===== config.mk =====
export PLATFORM = sky130hd
export DESIGN_NAME = rca_seq_adder
export DESIGN_NICKNAME = d
export VERILOG_FILES = /design/src/rtl/rca_seq_adder.sv
export SDC_FILE = /design/constraint.sdc
export NUM_CORES = 1
export LEC_CHECK = 0
export CAP_MARGIN = 10
export CORE_MARGIN = 10
export CORE_UTILIZATION = 28
export CTS_BUF_LIST = sky130_fd_sc_hd__clkbuf_4 sky130_fd_sc_hd__clkbuf_8 sky130_fd_sc_hd__clkbuf_16
export CTS_CLUSTER_DIAMETER = 30
export CTS_CLUSTER_SIZE = 24
export DETAILED_ROUTE_END_ITERATION = 6
export PLACE_DENSITY = 0.59
export SYNTH_ARGS = -nofsm -noshare
export SYNTH_HDL_FRONTEND = slang
export SYNTH_SLANG_ARGS = --single-unit

===== constraint.sdc =====
create_clock -name clk -period 7.85 [get_ports clk]
set_input_delay 1.57 -clock clk [delete_from_list [all_inputs] [get_ports clk]]
set_output_delay 1.57 -clock clk [all_outputs]
set_load 0.005 [all_outputs]

===== src/rtl/rca_seq_adder.sv =====
// Multi-cycle ripple-carry adder: adds CHUNK bits per clock through a short
// ripple chain and a registered carry, with a start/busy/done handshake.
// Final flags (carry-out, signed overflow, zero) are registered with the sum.
module rca_seq_adder #(
    parameter int WIDTH = 8,
    parameter int CHUNK = 2
) (
    input  logic             clk,
    input  logic             rst,
    input  logic             start,
    input  logic [WIDTH-1:0] a,
    input  logic [WIDTH-1:0] b,
    input  logic             c0,
    output logic             busy,
    output logic             done,
    output logic [WIDTH-1:0] s,
    output logic             c,
    output logic             ovf,
    output logic             zero
);

    localparam int N  = WIDTH / CHUNK;
    localparam int KW = (N > 1) ? $clog2(N) : 1;
    localparam logic [KW-1:0] K_LAST = KW'(N - 1);
    localparam logic [WIDTH-1:0] CHUNK_MASK = WIDTH'({CHUNK{1'b1}});

    typedef enum logic [1:0] {IDLE, RUN, DONE} state_t;

    state_t           state, state_next;
    logic [WIDTH-1:0] a_q, b_q;
    logic             carry_q;
    logic [KW-1:0]    k;

    logic             accept;
    logic             last;
    int               shamt;
    logic [WIDTH-1:0] a_shift, b_shift;
    logic [CHUNK-1:0] a_chunk, b_chunk, sum_chunk;
    logic [CHUNK:0]   cy;
    logic [WIDTH-1:0] s_next;

    // New work is only taken when no addition is in flight.
    assign accept = start && ((state == IDLE) || (state == DONE));
    assign last   = (state == RUN) && (k == K_LAST);

    // Ripple chain over the current chunk; also builds the merged sum.
    always_comb begin
        shamt     = int'(k) * CHUNK;
        a_shift   = a_q >> shamt;
        b_shift   = b_q >> shamt;
        a_chunk   = a_shift[CHUNK-1:0];
        b_chunk   = b_shift[CHUNK-1:0];
        cy        = '0;
        sum_chunk = '0;
        cy[0]     = carry_q;
        for (int i = 0; i < CHUNK; i++) begin
            sum_chunk[i] = a_chunk[i] ^ b_chunk[i] ^ cy[i];
            cy[i+1]      = (a_chunk[i] & b_chunk[i]) | (cy[i] & (a_chunk[i] ^ b_chunk[i]));
        end
        s_next = (s & ~(CHUNK_MASK << shamt)) | (WIDTH'(sum_chunk) << shamt);
    end

    // State register.
    always_ff @(posedge clk) begin
        if (rst) state <= IDLE;
        else     state <= state_next;
    end

    // Next-state and handshake outputs.
    always_comb begin
        state_next = state;
        busy       = 1'b0;
        done       = 1'b0;
        case (state)
            IDLE: if (start) state_next = RUN;
            RUN: begin
                busy = 1'b1;
                if (last) state_next = DONE;
            end
            DONE: begin
                done       = 1'b1;
                state_next = start ? RUN : IDLE;
            end
            default: state_next = IDLE;
        endcase
    end

    // Operand latch, chunk stepping and result/flag registers.
    always_ff @(posedge clk) begin
        if (rst) begin
            a_q     <= '0;
            b_q     <= '0;
            carry_q <= 1'b0;
            k       <= '0;
            s       <= '0;
            c       <= 1'b0;
            ovf     <= 1'b0;
            zero    <= 1'b0;
        end else if (accept) begin
            a_q     <= a;
            b_q     <= b;
            carry_q <= c0;
            k       <= '0;
            s       <= '0;
            c       <= 1'b0;
            ovf     <= 1'b0;
            zero    <= 1'b0;
        end else if (state == RUN) begin
            s       <= s_next;
            carry_q <= cy[CHUNK];
            k       <= k + KW'(1);
            if (last) begin
                // The top chunk holds the MSB, so cy[CHUNK-1] is the carry into it.
                c    <= cy[CHUNK];
                ovf  <= cy[CHUNK-1] ^ cy[CHUNK];
                zero <= (s_next == '0);
            end
        end
    end

endmodule


== After elaboration in Yosys (flattened, before gate mapping) ==
Cells that the tools add are included.

* Add/sub/neg operators: 1
* Equal/unequal tests: 5
* Shifts and indexed selects: 4
* Mux-type cells: 8
* Bitwise gates (word level): 14
* Reductions and logical operators: 9

{| class="wikitable"
|+ Operators by type and width
! operator !! count
|-
| $shr 8x3->2 || 2
|-
| $and 8x8->8 || 1
|-
| $logic_not 8->1 || 1
|-
| $not 8->8 || 1
|-
| $or 8x8->8 || 1
|-
| $shl 2x3->8 || 1
|-
| $shl 2x3->8 const A || 1
|-
| $pmux 2 s3 || 1
|-
| $mux 1 || 5
|-
| $xor 1x1->1 || 5
|-
| $and 1x1->1 || 4
|-
| $eq 2x2->1 const B || 2
|-
| $mux 2 || 2
|-
| $ne 2x2->1 const B || 2
|-
| $reduce_and 2->1 || 2
|-
| $add 2x1->2 const B || 1
|-
| $eq 2x1->1 const B || 1
|-
| $logic_and 1x1->1 || 2
|-
| $logic_not 2->1 || 1
|-
| $or 1x1->1 || 2
|-
| $reduce_bool 2->1 || 1
|-
| $reduce_or 2->1 || 1
|-
| $logic_or 1x1->1 || 1
|}

* Register bits: 32
* Output and inout bits: 13

== Depth between registers and ports, before layout ==
Gate-level depths: netlist (run 1).

* Word-level depth: 8
* Depth in mapped cells: 7
* Mapped depth without buffers: 6

== Worst setup path after synthesis (run 1) ==
OpenSTA, ideal clock, no wires.

* Kind: register to register
* From: reg k[0]
* To: reg zero
* Setup time: 0.087 ns
* Arrival time: 2.403 ns
* Data required time: 7.763 ns
* Setup slack: 5.360 ns
* Cell stages (with the launch flop): 8
* Buffers on the path: 1
* Period minus slack after synthesis: 2.490 ns
* Cell sequence: dfxtp_1 -> buf_6 -> mux4_2 -> fa_1 -> fa_1 -> nor2_1 -> nand4_1 -> o31ai_1

* Longest elaborated chain between the ends: 8

{| class="wikitable"
|+ Ends and longest elaborated chain
! element !! RTL line !! source
|-
| start: declaration || 32 || <nowiki>logic [KW-1:0] k;</nowiki>
|-
| start signal: assignment || 111 || <nowiki>k <= k + KW'(1);</nowiki>
|-
| $shr 8x3->2, on equally long branches || 49, 50 ||
|-
| $xor 1x1->1 || 57, 58 ||
|-
| $and 1x1->1 || 58 || <nowiki>cy[i+1] = (a_chunk[i] & b_chunk[i]) | (cy[i] & (a_chunk[i] ^ b_chunk[i]));</nowiki>
|-
| $or 1x1->1 || 58 ||
|-
| $xor 1x1->1 || 57 || <nowiki>sum_chunk[i] = a_chunk[i] ^ b_chunk[i] ^ cy[i];</nowiki>
|-
| $shl 2x3->8 || 60 || <nowiki>s_next = (s & ~(CHUNK_MASK << shamt)) | (WIDTH'(sum_chunk) << shamt);</nowiki>
|-
| $or 8x8->8 || 60 ||
|-
| $logic_not 8->1 || 116 || <nowiki>zero <= (s_next == '0);</nowiki>
|-
| end signal: assignment || 116 ||
|-
| end: declaration || 19 || <nowiki>output logic zero</nowiki>
|}

Parallel ways exist; a longest one is shown, timed or not.
A chain may end at the register's enable or synchronous reset.

== Final worst setup path (run 1) ==
* From: reg state[0]
* To: out busy

* Longest elaborated chain between the ends: 2

{| class="wikitable"
|+ Ends and longest elaborated chain
! element !! RTL line !! source
|-
| start: declaration || 29 || <nowiki>state_t state, state_next;</nowiki>
|-
| start signal: assignment || 66 || <nowiki>else state <= state_next;</nowiki>
|-
| $eq 2x1->1 || 74 || <nowiki>case (state)</nowiki>
|-
| $mux 1 || 74 ||
|-
| end: declaration || 14 || <nowiki>output logic busy,</nowiki>
|}

Every way passes these cells.

==> flow_summary.json, run 1 <==
{
  "rsz0062_at_grt": "no",
  "synth_nets": 183,
  "grt_max_degree": 23,
  "ir_drop_v": 0.00007088,
  "drtAntennaViolNets": 0,
  "cp.required_ns": 6.28,
  "switchingPower_uw": 87.84,
  "grt_pass1_wl_mm": 5.692,
  "fin_crit_sh_pct": 41.77,
  "dieArea_um2": 8452,
  "synth_cell_type_count": 31,
  "ctsHtreeMaxLevel": 2,
  "gp_congestion": 0.7976,
  "async_flop_share_pct": 0,
  "timing.setup.tns_ns": 0,
  "p_sw_share_pct": 25.41,
  "finish.utilization_pct": 36.79,
  "seq_area_frac_synth_pct": 44.21,
  "p_comb_share_pct": 13.9,
  "die_h_um": 91.94,
  "synth_common_cells": "nand2_1, dfxtp_1, a21oi_1",
  "syn_area_per_cell_um2": 9.229,
  "synth_flop_cell": "dfxtp_1",
  "drc": 0,
  "fill_cells": 554,
  "root_buffer": "clkbuf_8",
  "placed_cell_area_um2": 1785,
  "diodes": 0,
  "worstMarginPinSlew_ns": 0.7742,
  "fin_area_um2": 1867,
  "startpoint_type": "register",
  "synth-seq-cells": 32,
  "drive_above_1_share_pct": 7.027,
  "hp-class": "register to register",
  "post_cts_buffers": 0,
  "p_int_uw": 257.8,
  "start_util_pct": 28.55,
  "finClkSkew_ns": 0.002088,
  "antenna_found_initial": 0,
  "leakagePower_uw": 0.0006628,
  "clkSinkCount": 32,
  "slew_headroom_pct": 48.22,
  "grt_use_total_pct": 8.254,
  "cts_hold_buf": 0,
  "first_global_vias": 1265,
  "hpwl_mm": 2.415,
  "cts_resized": 0,
  "core_um2": 5075,
  "fmax_mhz": 305.0,
  "p_seq_share_pct": 50.9,
  "post_drt_wl_per_cell_um": 13.07,
  "crit_arrival_ns": 1.71,
  "layout_min_cycle_time_ns": 3.279,
  "ioPinCount": 33,
  "clk-insertion-delay-late_ns": 0.28,
  "cellPowerDensity_nw_per_um2": 185.1,
  "synth_top_area_share_pct": 44.21,
  "synth_top_area_cell": "dfxtp_1",
  "total_power_uw": 345.6,
  "row_count": 26,
  "yosys_warnings": 0,
  "report.final.slew_viol_count": 0,
  "vias": 1147,
  "via_per_inst": 4.498,
  "cts_tree": "yes",
  "max_cap_viol_count": 0,
  "synth_area_leaders": "dfxtp_1, nand2_1, a21oi_1",
  "synth_area_um2": 1449,
  "area_growth_pct": 28.84,
  "max-clock-path-buffers": 2,
  "drt-total-wl_mm": 3.333,
  "synth_edf_count": 0,
  "cp_max_fo": 11,
  "yosysMostFrequentCell": "nand2_1",
  "hold_viol": 0,
  "die_w_um": 91.94,
  "outcome": "completed",
  "portBuffers": 32,
  "drtIter0Drc": 65,
  "clk_pin_slew_worst_paths_ns": 0.06,
  "grt_overflow_total": 0,
  "syn_inst": 157,
  "fin_hold_ws_ns": 0.4544,
  "nNetsFinal": 211,
  "clkPwrFrac_pct": 35.3,
  "worst_setup_path_end_kind": "output port",
  "first_pass_iters": 6,
  "final-setup-viol-count": 0,
  "cts_made_buffers": 5,
  "crit_type": "register to output port"
}
==> final timing paths <==
path / startpoint / endpoint / slack [ns] / cells past startpoint
max: state[0]$_SDFFE_PP0P_ / busy / 4.57 / 2
min: b_q[5]$_SDFFE_PP0P_ / b_q[5]$_SDFFE_PP0P_ / 0.45 / 2
max reg2reg: k[0]$_SDFFE_PP0P_ / zero$_SDFFE_PP0P_ / 4.91 / 6
min reg2reg: b_q[5]$_SDFFE_PP0P_ / b_q[5]$_SDFFE_PP0P_ / 0.45 / 2
==> power by group through the flow <==
| stage | Sequential (uW) | Clock (uW) | Combinational, uW |
|---|---|---|---|
| floorplan | 176 | 0 | 35.4 |
| global placement | 179 | 0 | 48.0 |
| detailed placement | 180 | 0 | 48.4 |
| CTS | 176 | 126 | 48.6 |
| global route | 177 | 134 | 54.2 |
| finish | 176 | 122 | 48.0 |
==> layout make-up <==
cell class	count	area (um^2)	share of cell area (%)
Clock buffer	6	76.32	4.088
Clock inverter	1	5.005	0.2681
Sequential cell	32	640.6	34.32
Timing Repair Buffer	32	320.3	17.16
Tap cell	70	87.58	4.692
Multi-Input combinational cell	112	729.5	39.08
Inverter	2	7.507	0.4021
==> metal layers <==
metal / part of all wire (%) / GRT usage, %
met1: 47 / 9.524
met2: 44 / 12.41
met3: 8.0 / 4.238
met4: 1.1 / 3.856
met5: 0 / 0
==> worst max-delay path: stages, from the launching register on <==
cell             delay (ns)
dfxtp_1                0.51
nor2b_4                0.35
clkdlybuf4s50_1        0.56
==> sequential cells by signal, summed over array words and instances (netlist names) <==
signal and cells:
s 8, b_q 8, carry_q 1, ovf 1
state 2, a_q 8, zero 1, k 2
c 1
==> metrics by stage <==
step	worst slack, ns	instances
after floorplan	5.360	157
after global placement	4.494	248
after detailed placement	4.467	248
after CTS	4.535	255
after global routing	4.450	255
final	4.571	255
==> layout by cell type (no fill, tap or decap), types with 2 or more instances in the layout <==
master           count
o21bai_1             3
nand2_1             35
clkdlybuf4s50_1     32
nor2_1              12
mux2i_1              2
a32oi_1              4
inv_1                2
dfxtp_1             32
clkbuf_8             5
nand4_1              3
nand2b_1             3
nor3b_1              2
fa_1                 2
a21oi_1             21
ha_1                 4
a22oi_1              2
nand3b_1             4
mux4_2               4
==> cell families after synthesis <==
| logic type | Yosys count | share of synthesized area (%) |
|---|---|---|
| compound gates | 32 | 13.64 |
| xor+xnor | 2 | 1.209 |
| fa+ha+maj | 6 | 6.218 |
| buf+inv | 13 | 5.440 |
| flops | 32 | 44.21 |
| mux | 6 | 7.600 |
| simple gates | 66 | 21.68 |
Note: power is estimated with default switching activity, not from simulation.
==> run 2, diff against run 1 <==
==> constraint.sdc (replaced) <==
create_clock -name clk -period 3.2 [get_ports clk]
set_input_delay 0.64 -clock clk [delete_from_list [all_inputs] [get_ports clk]]
set_output_delay 0.64 -clock clk [all_outputs]
set_load 0.005 [all_outputs]
==> run 2 against run 1 <==
Against the previous run:
- first-iteration DRC count is 6.2% lower
- worst hold slack got worse by 0.0014 ns
- flip-flop and latch count did not move
- sequential power is 140% higher
- total power rose to 2.5 times the previous value
- global-route usage about the same
- non-clock buffer count increased by 3
- via count grew 3.1%
- sequential share of layout area fell by 0.61 points
- count of clock-buffer cells in the layout did not move
- critical path type is now register to register
- largest cell class unchanged
==> flow_summary.json, run 2 (synthesized netlist as in run 1, its figures left out) <==
{
  "outcome": "completed",
  "area_growth_pct": 31.17,
  "startpoint_type": "register",
  "hold_viol": 0,
  "max_cap_viol_count": 0,
  "report.final.slew_viol_count": 0,
  "switchingPower_uw": 222.3,
  "p_sw_share_pct": 25.48,
  "largest_registers": "a_q (8), b_q (8), s (8)",
  "max-clock-path-buffers": 2,
  "clkSinkCount": 32,
  "p_comb_share_pct": 14.2,
  "cts_tree": "yes",
  "grt_pass1_wl_mm": 5.713,
  "final_common_cell": "nand2_1",
  "layout_min_cycle_time_ns": 2.579,
  "cts_hold_buf": 0,
  "crit_arrival_ns": 2.78,
  "drc": 0,
  "drtAntennaViolNets": 0,
  "drtIter0Drc": 61,
  "die_w_um": 91.94,
  "post_drt_wl_per_cell_um": 12.95,
  "cellPowerDensity_nw_per_um2": 459.2,
  "post_cts_buffers": 0,
  "cts_resized": 0,
  "fin_hold_ws_ns": 0.4531,
  "finClkSkew_ns": 0.001995,
  "worst_setup_path_end_kind": "register",
  "crit_type": "register to register",
  "vias": 1183,
  "clk-insertion-delay-late_ns": 0.28,
  "fmax_mhz": 387.7,
  "grt_max_degree": 23,
  "slew_headroom_pct": 63.99,
  "start_util_pct": 28.55,
  "top_layer": "met4",
  "met1_length_mm": 1.624,
  "core_um2": 5075,
  "final-setup-viol-count": 0,
  "final_cell_mix": "nand2_1, dfxtp_1, clkdlybuf4s50_1",
  "leakagePower_uw": 0.0006841,
  "gp_congestion": 0.7531,
  "drive_above_1_share_pct": 8.995,
  "via_per_inst": 4.568,
  "timing.setup.tns_ns": 0,
  "cp_max_fo": 14,
  "rsz0062_at_grt": "no",
  "ioPinCount": 33,
  "first_global_vias": 1235,
  "route.met3.wl_um": 251,
  "hp-class": "register to register",
  "clkPwrFrac_pct": 36.8,
  "cp.required_ns": 3.40,
  "nNetsFinal": 214,
  "ctsHtreeMaxLevel": 2,
  "grt_overflow_total": 0,
  "first_pass_iters": 5,
  "grt_use_total_pct": 8.240,
  "placed_cell_area_um2": 1808,
  "clk_pin_slew_worst_paths_ns": 0.07,
  "row_count": 26,
  "cts_made_buffers": 5,
  "worstMarginPinSlew_ns": 0.5394,
  "antenna_found_initial": 0,
  "drt-total-wl_mm": 3.353,
  "fin_crit_sh_pct": 80.59,
  "die_h_um": 91.94,
  "p_int_uw": 650.4,
  "p_seq_share_pct": 49.0,
  "dieArea_um2": 8452,
  "diodes": 0,
  "route.met2.wl_mm": 1.430,
  "root_buffer": "clkbuf_8",
  "fin_area_um2": 1901,
  "portBuffers": 32,
  "ir_drop_v": 0.0001922,
  "hpwl_mm": 2.442
}
-- run 2: final timing paths --
check / from / to / slack, ns / cells past startpoint
worst min register to register: s[6]$_SDFFE_PP0P_ / s[6]$_SDFFE_PP0P_ / 0.45 / 2
worst max register to register: k[1]$_SDFFE_PP0P_ / zero$_SDFFE_PP0P_ / 0.62 / 6
worst max-delay path: k[1]$_SDFFE_PP0P_ / zero$_SDFFE_PP0P_ / 0.62 / 6
worst min-delay path: s[6]$_SDFFE_PP0P_ / s[6]$_SDFFE_PP0P_ / 0.45 / 2
-- run 2: area by class of cell --
class	count	area (um^2)
Inverter	2	7.507
Clock inverter	2	10.01
Clock buffer	6	82.58
Timing Repair Buffer	35	342.8
Fill cell	566	3174
Tap cell	70	87.58
Sequential cell	32	640.6
Multi-Input combinational cell	112	729.5
-- run 2: per-layer routing --
layer  vias to the layer above  GRT usage [%]
li1                        604              -
met1                       543          10.15
met2                        29          11.82
met3                         7          3.993
met4                         0          3.728
met5                         -              0
-- run 2: worst max-delay path, cell delays in order, from the launching register on --
cell and delay (ns):
dfxtp_1 0.66, mux4_2 0.41, fa_1 0.45, fa_1 0.54, nor2_1 0.12, nand4_1 0.11
o31ai_1 0.21
-- run 2: per-stage QoR --
step / util [%] / setup WS, ns / instances / power, uW
after floorplan: - / 0.7096 / 157 / 518.8
final: 37.45 / 0.6210 / 259 / 872.7
after CTS: 37.45 / 0.6227 / 259 / 884.6
after global routing: 37.45 / 0.4514 / 259 / 920.5
after detailed placement: 35.63 / 0.6165 / 251 / 562.1
after global placement: 35.63 / 0.7226 / 251 / 561.2
-- run 2: power groups by stage --
stage	Combinational, uW	Sequential, uW	Clock (uW)
after global routing	139	430	351
final	124	428	321
after CTS	125	428	331
after floorplan	86.8	432	0
after detailed placement	125	437	0
after global placement	124	437	0
==> run 3, diff against run 2 <==
--- a/config.mk
+++ b/config.mk
@@ -12,7 +12,7 @@
 export CTS_CLUSTER_DIAMETER = 30
 export CTS_CLUSTER_SIZE = 24
 export DETAILED_ROUTE_END_ITERATION = 6
-export PLACE_DENSITY = 0.59
+export PLACE_DENSITY = 0.6
 export SYNTH_ARGS = -nofsm -noshare
 export SYNTH_HDL_FRONTEND = slang
 export SYNTH_SLANG_ARGS = --single-unit
==> constraint.sdc (replaced) <==
create_clock -name clk -period 2.3 [get_ports clk]
set_input_delay 0.46 -clock clk [delete_from_list [all_inputs] [get_ports clk]]
set_output_delay 0.46 -clock clk [all_outputs]
set_load 0.005 [all_outputs]
==> run 3 against run 2 <==
Against the previous run:
- worst hold slack worse by 0.00099 ns
- utilization is 0.84 points higher
- sequential share of layout area down 0.54 points
- total power up 44%
- count of clock-buffer cells in the layout rose by 2
- wire length is 1.9% lower
- via count up 2.9%
- critical endpoint unchanged
- highest routed layer unchanged
==> flow_summary.json, run 3 (synthesized netlist as in run 1, its figures left out) <==
{
  "timing.setup.tns_ns": 0,
  "hpwl_mm": 2.468,
  "crit_type": "register to register",
  "clk_pin_slew_worst_paths_ns": 0.06,
  "route.met3.wl_um": 284,
  "gp_congestion": 0.7306,
  "via_per_inst": 4.645,
  "root_buffer": "clkbuf_8",
  "vias": 1217,
  "cts_tree": "yes",
  "start_util_pct": 28.55,
  "hold_depth": 2,
  "dieArea_um2": 8452,
  "grt_max_degree": 22,
  "ctsHtreeMaxLevel": 2,
  "die_w_um": 91.94,
  "drive_above_1_share_pct": 11.98,
  "row_count": 26,
  "finish.utilization_pct": 38.29,
  "final_cell_mix": "nand2_1, clkdlybuf4s50_1, dfxtp_1",
  "drtAntennaViolNets": 0,
  "fin_area_um2": 1943,
  "core_um2": 5075,
  "area_growth_pct": 34.11,
  "fmax_mhz": 449.7,
  "post_drt_wl_per_cell_um": 12.55,
  "cts_hold_buf": 0,
  "final-setup-viol-count": 0,
  "ioPinCount": 33,
  "cellPowerDensity_nw_per_um2": 645.4,
  "route.met2.wl_mm": 1.359,
  "cts_made_buffers": 5,
  "ir_drop_v": 0.0002321,
  "first_global_vias": 1248,
  "first_pass_iters": 4,
  "r2r_slack_ns": 0.08,
  "clk-insertion-delay-late_ns": 0.28,
  "min_to": "s[6]$_SDFFE_PP0P_",
  "reg2reg_from": "k[0]$_SDFFE_PP0P_",
  "r2r_cells": 6,
  "nNetsFinal": 217,
  "finClkSkew_ns": 0.002650,
  "hold_viol": 0,
  "max_cap_viol_count": 0,
  "top_layer": "met4",
  "grt_pass1_wl_mm": 5.609,
  "rsz0062_at_grt": "yes",
  "multi_input_area_um2": 734.5,
  "max-clock-path-buffers": 2,
  "final_common_cell": "nand2_1",
  "die_h_um": 91.94,
  "cp.required_ns": 2.50,
  "layout_min_cycle_time_ns": 2.224,
  "placed_cell_area_um2": 1837,
  "drc": 0,
  "fin_crit_sh_pct": 96.69,
  "antenna_found_initial": 0,
  "drt-total-wl_mm": 3.289,
  "drtIter0Drc": 49,
  "largest_registers": "a_q (8), b_q (8), s (8)",
  "worstMarginPinSlew_ns": 0.5017,
  "worstReg2RegEnd": "zero$_SDFFE_PP0P_",
  "slew_headroom_pct": 66.56,
  "report.final.slew_viol_count": 0,
  "startpoint_type": "register",
  "cp_max_fo": 5,
  "fill_cells": 544,
  "grt_overflow_total": 0,
  "hold_path.startpoint": "s[6]$_SDFFE_PP0P_",
  "clkSinkCount": 32,
  "diodes": 0,
  "portBuffers": 32,
  "crit_arrival_ns": 2.42,
  "grt_use_total_pct": 8.142,
  "leakagePower_uw": 0.0007007,
  "ff_latch_area_um2": 644.4,
  "outcome": "completed",
  "hp-class": "register to register",
  "worst_setup_path_end_kind": "register",
  "met1_length_mm": 1.578
}
-- run 3: what timing repair did --
action	4_1_cts	5_1_grt
endpoints found under the setup margin	1	1
resized for setup	1	0
setup buffers	0	0
pin swaps	0	1
-- run 3: how the worst max path moves through the flow --
stage	from	end	depth (start not counted)
after floorplan	k[0]$_SDFFE_PP0P_	zero$_SDFFE_PP0P_	7
after global placement	k[0]$_SDFFE_PP0P_	zero$_SDFFE_PP0P_	6
after detailed placement	k[0]$_SDFFE_PP0P_	zero$_SDFFE_PP0P_	6
after CTS	k[0]$_SDFFE_PP0P_	zero$_SDFFE_PP0P_	6
after global routing	k[0]$_SDFFE_PP0P_	zero$_SDFFE_PP0P_	6
final	k[0]$_SDFFE_PP0P_	zero$_SDFFE_PP0P_	6
-- run 3: layout make-up --
cell class,instances,share of cell area (%)
multi-input cells,112,37.80
flip-flops and latches,32,33.16
repair buffers,38,18.80
clock buffers,8,5.345
well taps,70,4.507
inverters,2,0.3863
-- run 3: report_power, final --
group | internal, uW | switching [uW] | total (uW)
clock network | 284 | 195 | 480
registers | 578 | 16.6 | 594
logic | 94.1 | 86.0 | 180
-- run 3: worst max-delay path, stage by stage (launching register included) --
cell	delay [ns]
dfxtp_4	0.36
mux4_2	0.51
fa_2	0.39
fa_2	0.47
nor2_1	0.11
nand4_1	0.11
o31ai_1	0.19
-- run 3: routing by layer --
metal / up-vias / track usage, %
met5: - / 0
met4: 0 / 3.856
met3: 7 / 3.993
met2: 38 / 12.12
met1: 560 / 9.590
li1: 612 / -
-- run 3: stage by stage --
stage,cells,power [uW],hold slack (ns),worst slack (ns)
4_1_cts,262,1271,0.4563,0.02845
6_report,262,1254,0.4521,0.07605
2_1_floorplan,157,723.0,0.4331,-0.03827
5_1_grt,262,1315,0.4866,-0.01254
3_3_place_gp,254,786.0,0.4412,0.03540
3_5_place_dp,254,787.7,0.4474,-0.008010
